### src/rtl/frame_watchdog.sv
// Frame-arrival watchdog: requests a fixed-width low-active reset when frames stop,
// waits a holdoff for the pipeline to restart, and latches a fault after repeated failures.
module frame_watchdog #(
    parameter int unsigned TIMEOUT_CYC = 10_000_000,
    parameter int unsigned PULSE_CYC   = 200,
    parameter int unsigned HOLDOFF_CYC = 50_000_000,
    parameter int unsigned MAX_RETRY   = 3,
    parameter int unsigned CNT_W       = 32
) (
    input  logic       clk_100,
    input  logic       rst_n,
    input  logic       enable,
    input  logic       frame_evt,
    output logic       rst_req_n,
    output logic       alive,
    output logic       fault,
    output logic [3:0] retry_cnt
);

    typedef enum logic [2:0] {
        StIdle,
        StArmed,
        StPulse,
        StHoldoff,
        StFault
    } state_e;

    localparam logic [CNT_W-1:0] TimeoutLast = CNT_W'(TIMEOUT_CYC - 1);
    localparam logic [CNT_W-1:0] PulseLast   = CNT_W'(PULSE_CYC - 1);
    localparam logic [CNT_W-1:0] HoldoffLast = CNT_W'(HOLDOFF_CYC - 1);
    localparam logic [3:0]       RetryMax    = 4'(MAX_RETRY);

    state_e           state_q, state_d;
    logic [CNT_W-1:0] cnt_q, cnt_d;
    logic [3:0]       retry_q, retry_d;
    logic             req_n_q, req_n_d;
    logic             alive_q, alive_d;
    logic             fault_q, fault_d;
    logic             evt_q, evt_d;
    logic             frame_edge;

    assign frame_edge = frame_evt & ~evt_q;

    always_comb begin
        state_d = state_q;
        cnt_d   = cnt_q;
        retry_d = retry_q;
        req_n_d = req_n_q;
        alive_d = alive_q;
        fault_d = fault_q;
        evt_d   = frame_evt;

        if (!enable) begin
            // Disabling always returns to a clean idle, truncating any active pulse.
            state_d = StIdle;
            cnt_d   = '0;
            retry_d = '0;
            req_n_d = 1'b1;
            alive_d = 1'b0;
            fault_d = 1'b0;
        end else begin
            case (state_q)
                StIdle: begin
                    req_n_d = 1'b1;
                    cnt_d   = '0;
                    state_d = StArmed;
                end
                StArmed: begin
                    if (frame_edge) begin
                        cnt_d   = '0;
                        retry_d = '0;
                        alive_d = 1'b1;
                    end else if (cnt_q == TimeoutLast) begin
                        alive_d = 1'b0;
                        cnt_d   = '0;
                        if (retry_q == RetryMax) begin
                            state_d = StFault;
                            fault_d = 1'b1;
                        end else begin
                            state_d = StPulse;
                            req_n_d = 1'b0;
                            retry_d = retry_q + 4'd1;
                        end
                    end else begin
                        cnt_d = cnt_q + 1'b1;
                    end
                end
                StPulse: begin
                    req_n_d = 1'b0;
                    if (cnt_q == PulseLast) begin
                        req_n_d = 1'b1;
                        cnt_d   = '0;
                        state_d = StHoldoff;
                    end else begin
                        cnt_d = cnt_q + 1'b1;
                    end
                end
                StHoldoff: begin
                    if (frame_edge) begin
                        state_d = StArmed;
                        cnt_d   = '0;
                        retry_d = '0;
                        alive_d = 1'b1;
                    end else if (cnt_q == HoldoffLast) begin
                        state_d = StArmed;
                        cnt_d   = '0;
                    end else begin
                        cnt_d = cnt_q + 1'b1;
                    end
                end
                StFault: begin
                    fault_d = 1'b1;
                    req_n_d = 1'b1;
                end
                default: begin
                    state_d = StIdle;
                    cnt_d   = '0;
                    req_n_d = 1'b1;
                end
            endcase
        end
    end

    always_ff @(posedge clk_100) begin
        if (!rst_n) begin
            state_q <= StIdle;
            cnt_q   <= '0;
            retry_q <= '0;
            req_n_q <= 1'b1;
            alive_q <= 1'b0;
            fault_q <= 1'b0;
            // A line already high when reset lifts must not look like a fresh frame.
            evt_q   <= 1'b1;
        end else begin
            state_q <= state_d;
            cnt_q   <= cnt_d;
            retry_q <= retry_d;
            req_n_q <= req_n_d;
            alive_q <= alive_d;
            fault_q <= fault_d;
            evt_q   <= evt_d;
        end
    end

    assign rst_req_n = req_n_q;
    assign alive     = alive_q;
    assign fault     = fault_q;
    assign retry_cnt = retry_q;

endmodule
### config.mk
export PLATFORM = sky130hd
export DESIGN_NAME = frame_watchdog
export DESIGN_NICKNAME = d
export VERILOG_FILES = /design/src/rtl/frame_watchdog.sv
export SDC_FILE = /design/constraint.sdc
export NUM_CORES = 1
export LEC_CHECK = 0
export ABC_AREA = 1
export CAP_MARGIN = 20
export CORE_MARGIN = 2
export CORE_UTILIZATION = 45
export CTS_BUF_LIST = sky130_fd_sc_hd__clkbuf_4 sky130_fd_sc_hd__clkbuf_8 sky130_fd_sc_hd__clkbuf_16
export DETAILED_ROUTE_END_ITERATION = 10
export GPL_ROUTABILITY_DRIVEN = 0
export GPL_TIMING_DRIVEN = 1
export PLACE_DENSITY = 0.69
export SLEW_MARGIN = 30
export SYNTH_ARGS = -nofsm -noshare
export SYNTH_HDL_FRONTEND = slang
export SYNTH_SLANG_ARGS = --single-unit
### constraint.sdc
create_clock -name clk_100 -period 3.6 [get_ports clk_100]
set_clock_uncertainty 0.1 [all_clocks]
set_input_delay 1.08 -clock clk_100 [delete_from_list [all_inputs] [get_ports clk_100]]
set_output_delay 1.08 -clock clk_100 [all_outputs]
set_load 0.1 [all_outputs]
==> results of run 1 <==
-- worst paths after layout --
| path | from | to | slack [ns] | cells past startpoint |
|---|---|---|---|---|
| max | frame_evt | cnt_q[4]$_SDFFE_PN0P_ | 0.89 | 10 |
| min | fault$_SDFFE_PN0P_ | fault$_SDFFE_PN0P_ | 0.36 | 2 |
| max reg2reg | cnt_q[1]$_SDFFE_PN0P_ | cnt_q[4]$_SDFFE_PN0P_ | 1.38 | 12 |
| min reg2reg | fault$_SDFFE_PN0P_ | fault$_SDFFE_PN0P_ | 0.36 | 2 |
-- critical path, delay by kind of cell --
kind / cells / cell delay, ns
buffers and inverters: 4 / 0.68
AND/OR/NAND/NOR: 6 / 1.01
-- routing by layer --
layer / up-vias / wire length (µm) / track usage
met3: 10 / 270 / 0.0289
li1: 1591 / - / -
met2: 58 / 3210 / 0.334
met5: - / 0 / 0
met4: 0 / 94 / 0.0649
met1: 1341 / 3610 / 0.284
-- placed cells by master (no fill, tap or decap) --
cell               n
nand3_4            1
nand2_2            8
nand3_2            1
nor3b_1            2
xnor2_1            1
nor3_1            11
nor3_4             2
nand2_1          179
ha_1               2
nand4_1           15
a21oi_1           28
dfxtp_1           43
o21ai_0            5
clkbuf_8           5
nor2_2             3
xor2_1            19
clkbuf_4           1
nor2_4             1
clkdlybuf4s50_1    3
nand2_4            1
buf_4              9
bufinv_16          2
nor2_1            74
nor4_1             2
inv_1             73
and3_1             2
o21ai_1            1
a31oi_1            1
nand3_1           24
inv_2              2
-- logic make-up (layout without fill, tap and decap cells) --
logic type | count (synthesis) | in the layout | share of synthesized area
buf+inv | 90 | 95 | 0.124
simple gates | 326 | 326 | 0.466
xor+xnor | 20 | 20 | 0.0581
fa+ha+maj | 2 | 2 | 0.00830
compound gates | 35 | 35 | 0.0585
flops | 43 | 43 | 0.286
-- power breakdown --
group	leakage, nW	internal [mW]	switching [mW]	total (mW)
combinational	1.03	0.0152	0.0442	0.0595
sequential	0.347	0.479	0.00325	0.482
clock	0.0688	0.285	0.170	0.455
-- sequential cells by signal (all words and copies together), names as in the netlist --
register,cells
rst_req_n,1
state_q,3
evt_q,1
retry_cnt,4
alive,1
cnt_q,32
fault,1
-- metrics by stage --
step	hold slack (ns)	cells
after global routing	0.389	598
after CTS	0.360	598
final	0.356	598
after floorplan	0.359	516
after detailed placement	0.347	590
after global placement	0.341	590
-- layout make-up --
cell class / count / area [µm²]
clock inverters: 2 / 60.1
flip-flops and latches: 43 / 861
clock buffers: 6 / 76.3
inverters: 75 / 282
well taps: 77 / 96.3
repair buffers: 12 / 97.6
multi-input cells: 383 / 1790
fillers: 704 / 3160
==> impl_metrics.tcl, run 1 <==
set metrics [dict create \
    worstSetupPathType "in -> reg" \
    synth.avg_cell_area_um2 5.84 \
    synth.largest_area_cell "dfxtp_1" \
    cts.reportedPaths.clkPinSlew_ns 0.08 \
    detail-route-antenna-nets 0 \
    buffer_ports.inserted 10 \
    via_count 3000 \
    synth.ff_latch_count 43 \
    postPlaceCellArea_um2 3120 \
    maximum_number_of_pins_on_one_net_before_global_route_repair 35 \
    die_w_um 85.8 \
    worstSkewPairLatency_ns 0.30 \
    postCtsSetupRepairBufs 0 \
    netlist_area_um2 3010 \
    first_pass_iters 5 \
    fmaxAchievable_mhz 370 \
    synth_edf_count 0 \
    finalHoldViolCount 0 \
    final_min_period_over_clock_period 0.752 \
    finalWorstPathRequiredPeriod_ns 2.71 \
    post_cts_hold_buffer_count 0 \
    cts_buffer_depth 2 \
    synth_common_cells "179 x nand2_1, 74 x nor2_1, 73 x inv_1, 43 x dfxtp_1, 28 x a21oi_1" \
    timing.final.ws_setup_ns 0.894 \
    core_area_um2 6420 \
    async_reset_ff_frac 0 \
    layout.nets 526 \
    clock_sinks 43 \
    standard_cell_with_the_maximum_stage_delay_on_the_critical_path "clkdlybuf4s50_1" \
    antenna_found_initial 0 \
    yosysWarnings 0 \
    syn2layout_area_growth_pct 8.14 \
    end_kind "flip-flop" \
    chipHeight_um 85.8 \
    layout.core_utilization 0.508 \
    drive_above_1_share 0.0691 \
    synth.net_count 522 \
    worstPathRequired_ns 3.70 \
    finalMaxSlewViolations 0 \
    run_status "finished clean" \
    setup.worst_path.start_class "input pin" \
    synth_cell_types 30 \
    detail_route.wl_per_cell_um 12.0 \
    starting_utilization_of_the_core_area 0.469 \
    via_count_of_the_first_global_routing_pass 2769 \
    critical_path.max_fanout 32 \
    synth.top_cell.area_share 0.286 \
    finalPower_uw 996 \
    cts_made_buffers 5 \
    cts_tree "done" \
    route.final.wire_length_um 7180 \
    antennaDiodeCount 0 \
    synth_area_leaders "dfxtp_1 29%, nand2_1 22%, nor2_1 9.2%" \
    ioPinCount 11 \
    setup_violations 0 \
    yosys_most_used_dff "dfxtp_1" \
    crit_path_cell_trace "clkdlybuf4s50_1 -> inv_1 -> nor2_1 -> inv_1 -> nand3_1 -> nand3_4 -> nand2_1 -> nand2_1 -> nand2_1 -> inv_1" \
    vdd_ir_drop_max_uv 169 \
    setup_repair_after_global_routing_missed_its_margin "false" \
    globalRoute.totalOverflow 0 \
    groute.usage.overall 0.206 \
    hold_path.class "reg -> reg" \
    critical-path-max-stage-delay_ns 0.45 \
    detailed_place_hpwl_um 5300 \
    drt_iter0_markers 161 \
    cell_with_the_most_instances_after_synthesis "nand2_1" \
    reported_leakage_power_nw 1.45 \
    drt-vias-per-instance 5.02 \
    syn-instance-count 516 \
    ys_seq_area_frac 0.286 \
    max-cap-violations 0 \
    worst-slew-pin-transition_ns 0.422 \
    timing.max_slew.rel_slack 0.719 \
    setup-tns-final_ns 0 \
    number_of_gates_resized_after_cts 0 \
    clock_tree.root_cell "clkbuf_8" \
    cts_h_tree_depth 2 \
    row_count 29 \
    power_density_nw_per_um2 306 \
    grt_first_pass_wirelength_um 12400 \
    post-place-ws_ns 0.596 \
    post_route_drc_violation_count 0 \
    die_area_um2 7370 \
    timing.critical_path.arrival_ns 2.80 \
    fin_area_um2 3260 \
]
Note: power is estimated with default switching activity, not from simulation.
==> run 2, diff against run 1 <==
==> constraint.sdc (replaced) <==
create_clock -name clk_100 -period 2.49 [get_ports clk_100]
set_clock_uncertainty 0.1 [all_clocks]
set_input_delay 0.747 -clock clk_100 [delete_from_list [all_inputs] [get_ports clk_100]]
set_output_delay 0.747 -clock clk_100 [all_outputs]
set_load 0.1 [all_outputs]
==> run 2 against run 1 <==
Via count is 0.63% higher. Sequential share of layout area increased by 0.10 points. Final area is 0.38% lower. Combinational power is 62% higher. Sequential power up 44%. Critical endpoint unchanged. Wire length rose by 0.31%.
==> impl_metrics.tcl, run 2 (synthesized netlist as in run 1, its figures left out) <==
set metrics [dict create \
    finalHoldViolCount 0 \
    post_route_drc_violation_count 0 \
    drt-vias-per-instance 5.02 \
    cts.reportedPaths.clkPinSlew_ns 0.08 \
    mostFrequentLayoutCell "nand2_1" \
    number_of_placed_instances_with_taps_included 593 \
    timing.critical_path.arrival_ns 2.21 \
    end_kind "flip-flop" \
    route.final.wire_length_um 7200 \
    finalPower_mw 1.25 \
    groute.usage.overall 0.210 \
    hold_path.class "reg -> reg" \
    detail_route.wl_per_cell_um 12.0 \
    setup_repair_after_global_routing_missed_its_margin "false" \
    critical_path.max_fanout 32 \
    number_of_buffer_and_inverter_stages_on_the_critical_path 5 \
    detail-route-antenna-nets 0 \
    die_area_um2 7370 \
    reported_leakage_power_nw 1.44 \
    worstPathRequired_ns 2.60 \
    cts_buffer_depth 2 \
    setup.worst_path.start_class "input pin" \
    finalWorstPathRequiredPeriod_ns 2.10 \
    via_count_of_the_first_global_routing_pass 2697 \
    syn2layout_area_growth_pct 7.72 \
    row_count 29 \
    drt_iter0_markers 158 \
    starting_utilization_of_the_core_area 0.469 \
    finalNonFillerCells 601 \
    worst-slew-pin-transition_ns 0.463 \
    cts_h_tree_depth 2 \
    post_cts_hold_buffer_count 0 \
    timing.max_slew.rel_slack 0.689 \
    max-cap-violations 0 \
    drive_above_1_share 0.0744 \
    cts_tree "done" \
    cts_made_buffers 5 \
    final_min_period_over_clock_period 0.843 \
    clock_tree.root_cell "clkbuf_8" \
    core_area_um2 6420 \
    ioPinCount 11 \
    worstSkewPairLatency_ns 0.30 \
    antenna_found_initial 0 \
    die_w_um 85.8 \
    postCtsSetupRepairBufs 0 \
    buffer_ports.inserted 10 \
    crit_path_cell_trace "clkdlybuf4s50_1 -> inv_1 -> nor2_1 -> inv_1 -> nand3_1 -> nand3_4 -> buf_12 -> nand2_1 -> nand2_1 -> nand2_1 -> inv_1" \
    fmaxAchievable_mhz 476 \
    top_register "cnt_q" \
    largest_register_ffs 32 \
    power_density_nw_per_um2 386 \
    setup-tns-final_ns 0 \
    globalRoute.totalOverflow 0 \
    final_cell_mix "179 x nand2_1, 74 x nor2_1, 73 x inv_1" \
    worstSetupPathType "in -> reg" \
    critical-path-max-stage-delay_ns 0.45 \
    layout.nets 529 \
    first_pass_iters 5 \
    cp_top_family "buffers and inverters" \
    run_status "finished clean" \
    vdd_ir_drop_max_uv 270 \
    via_count 3019 \
    detailed_place_hpwl_um 5450 \
    finalMaxSlewViolations 0 \
    number_of_gates_resized_after_cts 0 \
    standard_cell_with_the_maximum_stage_delay_on_the_critical_path "clkdlybuf4s50_1" \
    clock_sinks 43 \
    grt_first_pass_wirelength_um 12400 \
    maximum_number_of_pins_on_one_net_before_global_route_repair 35 \
    antennaDiodeCount 0 \
    chipHeight_um 85.8 \
    setup_violations 0 \
]
-- run 2: layout make-up --
class                   instances  area, µm²
fillers                       707       3180
clock buffers                   6       76.3
well taps                      77       96.3
inverters                      75        282
multi-input cells             383       1790
clock inverters                 2       12.5
repair buffers                 15        133
flip-flops and latches         43        861
-- run 2: final timing paths --
check / from / end / slack (ns) / cells after the start
max: frame_evt / cnt_q[4]$_SDFFE_PN0P_ / 0.39 / 11
max reg2reg: cnt_q[1]$_SDFFE_PN0P_ / cnt_q[4]$_SDFFE_PN0P_ / 0.47 / 13
min: fault$_SDFFE_PN0P_ / fault$_SDFFE_PN0P_ / 0.35 / 2
min reg2reg: fault$_SDFFE_PN0P_ / fault$_SDFFE_PN0P_ / 0.35 / 2
-- run 2: where the power goes --
part / total [mW] / internal (mW) / switching, mW
clock: 0.461 / 0.207 / 0.253
combinational: 0.0962 / 0.0310 / 0.0652
sequential: 0.696 / 0.692 / 0.00449
-- run 2: routing by layer --
metal / routed length [µm] / track usage / up-vias
met2: 3220 / 0.335 / 70
met4: 115 / 0.0736 / 0
met3: 315 / 0.0337 / 12
li1: - / - / 1599
met1: 3550 / 0.288 / 1338
met5: 0 / 0 / -
-- run 2: through the flow --
step | hold slack (ns) | util | area, µm² | setup slack [ns]
after floorplan | 0.359 | - | 3010 | 0.382
after global placement | 0.339 | 0.492 | 3160 | 0.105
after detailed placement | 0.346 | 0.492 | 3160 | 0.0626
after CTS | 0.359 | 0.506 | 3250 | 0.385
after global routing | 0.396 | 0.506 | 3250 | 0.213
final | 0.354 | 0.506 | 3250 | 0.391
-- run 2: worst reg2reg max path, stage by stage, from the launching register on --
cell     delay (ns)
dfxtp_1        0.38
ha_1           0.22
nand2_2        0.09
inv_2          0.07
nand2_1        0.06
nor2_1         0.27
nand3_2        0.14
nand2_4        0.12
nand3_4        0.09
buf_12         0.18
nand2_1        0.08
nand2_1        0.05
nand2_1        0.05
inv_1          0.04
==> run 3, diff against run 2 <==
--- a/config.mk
+++ b/config.mk
@@ -13,7 +13,7 @@
 export DETAILED_ROUTE_END_ITERATION = 10
 export GPL_ROUTABILITY_DRIVEN = 0
 export GPL_TIMING_DRIVEN = 1
-export PLACE_DENSITY = 0.69
+export PLACE_DENSITY = 0.71
 export SLEW_MARGIN = 30
 export SYNTH_ARGS = -nofsm -noshare
 export SYNTH_HDL_FRONTEND = slang
==> constraint.sdc (replaced) <==
create_clock -name clk_100 -period 1.7 [get_ports clk_100]
set_clock_uncertainty 0.1 [all_clocks]
set_input_delay 0.51 -clock clk_100 [delete_from_list [all_inputs] [get_ports clk_100]]
set_output_delay 0.51 -clock clk_100 [all_outputs]
set_load 0.1 [all_outputs]
==> run 3 against run 2 <==
The flow now finishes with violations (setup timing). Sequential power grew 45%. Global-route usage grew 6.7 points. Non-clock buffer count grew 96. First-iteration DRC count grew 100%. Worst setup slack lost 0.61 ns. Die area is the same. Combinational power grew to 3.0 times the previous value. Total power grew 65%. Flip-flop and latch count is the same. Utilization grew 21 points. Critical path depth grew 3. Critical endpoint is now cnt_q[16]$_SDFFE_PN0P_. Largest power group unchanged.
==> impl_metrics.tcl, run 3 (synthesized netlist as in run 1, its figures left out) <==
set metrics [dict create \
    chipHeight_um 85.8 \
    sink_of_the_worst_hold_path "evt_q$_SDFF_PN1_" \
    die_area_um2 7370 \
    worstPathRequired_ns 1.80 \
    crit_path_cell_trace "inv_1 -> nand2_1 -> nor2_1 -> nand2_1 -> nor2_2 -> nand3_2 -> nand2_4 -> nand3_4 -> buf_6 -> buf_12 -> nand2_4 -> nand2_2 -> nand2_1 -> inv_1" \
    globalRoute.totalOverflow 0 \
    end_kind "flip-flop" \
    drt_iter0_markers 318 \
    timing.critical_path.arrival_ns 2.02 \
    mostFrequentLayoutCell "nand2_1" \
    detailed_place_hpwl_um 6600 \
    cts_buffer_depth 2 \
    groute.usage.overall 0.277 \
    final_min_period_over_clock_period 1.13 \
    cts.reportedPaths.clkPinSlew_ns 0.09 \
    power_density_nw_per_um2 447 \
    cts_tree "done" \
    worstSkewPairLatency_ns 0.31 \
    antennaDiodeCount 0 \
    detail_route.wl_per_cell_um 14.9 \
    drt-vias-per-instance 5.35 \
    finalWorstPathRequiredPeriod_ns 1.92 \
    layout.nets 625 \
    worst_r2r_startpoint "cnt_q[13]$_SDFFE_PN0P_" \
    route.final.wire_length_um 10400 \
    syn2layout_area_growth_pct 53.2 \
    r2r_slack_ns -0.22 \
    post-place-ws_ns -0.438 \
    post_cts_hold_buffer_count 0 \
    layout.core_utilization 0.719 \
    cp_top_family "simple AND/OR/NAND/NOR gates" \
    vdd_ir_drop_max_uv 497 \
    violations "setup timing" \
    reported_leakage_power_nw 2.21 \
    hp-start "frame_evt" \
    finalHoldViolCount 0 \
    hold_path.class "in -> reg" \
    maximum_number_of_pins_on_one_net_before_global_route_repair 34 \
    via_count 3730 \
    critical_path.max_fanout 13 \
    number_of_placed_instances_with_taps_included 677 \
    die_w_um 85.8 \
    row_count 29 \
    setup.worst_path.start_class "flip-flop" \
    clock_sinks 43 \
    worstReg2RegEnd "cnt_q[16]$_SDFFE_PN0P_" \
    antenna_found_initial 0 \
    fmaxAchievable_mhz 520 \
    final_cell_mix "154 x nand2_1, 87 x buf_4, 62 x inv_1" \
    ioPinCount 11 \
    standard_cell_with_the_maximum_stage_delay_on_the_critical_path "dfxtp_2" \
    drive_above_1_share 0.403 \
    r2r.worst_path.cells 14 \
    starting_utilization_of_the_core_area 0.469 \
    run_status "finished, violations left" \
    via_count_of_the_first_global_routing_pass 3499 \
    max-cap-violations 0 \
    cts_made_buffers 5 \
    worst-slew-pin-transition_ns 0.390 \
    critical_path_cell_count 14 \
    timing.max_slew.rel_slack 0.738 \
    grt_first_pass_wirelength_um 16200 \
    first_pass_iters 5 \
    setup_violations 40 \
    setup_repair_after_global_routing_missed_its_margin "true" \
    top_register "cnt_q" \
    cts_h_tree_depth 2 \
    clock_tree.root_cell "clkbuf_8" \
    finalNonFillerCells 697 \
    min_delay_path_depth 3 \
    detail-route-antenna-nets 0 \
    finalMaxSlewViolations 0 \
    worstSetupPathType "reg -> reg" \
    core_area_um2 6420 \
    timing.final.ws_setup_ns -0.222 \
    post_route_drc_violation_count 0 \
    buffer_ports.inserted 10 \
    number_of_buffer_and_inverter_stages_on_the_critical_path 4 \
    critical-path-max-stage-delay_ns 0.36 \
    largest_register_ffs 32 \
    cp_common_cell "nand2_1" \
]
[run 3: changes by cell type in the layout (fill, tap and decap cells not counted), sizes merged]
cell / before / now
clkinv: 1 / 0
clkinvlp: 1 / 0
dlymetal6s2s: 0 / 1
buf: 12 / 108
clkdlybuf4s50: 3 / 2
clkbuf: 6 / 8
[run 3: worst max-delay path by stage]
stage	from	end	slack, ns
6_report	cnt_q[13]$_SDFFE_PN0P_	cnt_q[16]$_SDFFE_PN0P_	-0.22
5_1_grt	cnt_q[13]$_SDFFE_PN0P_	cnt_q[16]$_SDFFE_PN0P_	-0.24
3_3_place_gp	frame_evt	retry_cnt[0]$_SDFFE_PN0P_	-0.37
4_1_cts	cnt_q[1]$_SDFFE_PN0P_	cnt_q[4]$_SDFFE_PN0P_	-0.10
3_5_place_dp	frame_evt	retry_cnt[0]$_SDFFE_PN0P_	-0.44
2_1_floorplan	cnt_q[0]$_SDFFE_PN0P_	cnt_q[16]$_SDFFE_PN0P_	0.01
[run 3: area by class of cell]
class                   count  area, µm²
inverters                  75        284
repair buffers            111       1060
well taps                  77       96.3
fillers                   472       1800
multi-input cells         383       2170
clock buffers               8        104
flip-flops and latches     43        907
[run 3: per-stage QoR]
step / setup TNS (ns) / power, mW / hold WS (ns) / cell area (µm²)
after floorplan: 0 / 1.15 / 0.359 / 3030
after global placement: -12.60 / 1.23 / 0.376 / 3950
after detailed placement: -14.30 / 1.23 / 0.387 / 3950
after CTS: -2.05 / 2.05 / 0.399 / 4410
after global routing: -6.42 / 2.11 / 0.359 / 4620
final: -4.66 / 2.06 / 0.343 / 4620
[run 3: metal layers]
metal  global-route usage  vias up  part of all wire
met1                0.354     1732              0.43
li1                     -     1801                 -
met3               0.0472       40             0.057
met2                0.464      157              0.48
met4                0.108        0             0.031
met5                    0        -                 0
[run 3: worst reg2reg max path, delay by kind of cell (launching register included)]
family / cells / cell delay (ns)
AND/OR/NAND/NOR: 10 / 0.96
buffers and inverters: 4 / 0.41
flip-flops: 1 / 0.36
[run 3: repair_timing]
item	CTS	global route
pin swaps	18	19
resized for setup	67	83
gates cloned	3	0
endpoints found under the hold margin	0	0
endpoints found under the setup margin	41	42
buffers inserted	12	0
[run 3: report_power, final]
| part | switching [mW] | internal [mW] | total (mW) |
|---|---|---|---|
| clock | 0.376 | 0.388 | 0.764 |
| combinational | 0.152 | 0.135 | 0.288 |
| sequential | 0.00708 | 1.01 | 1.01 |
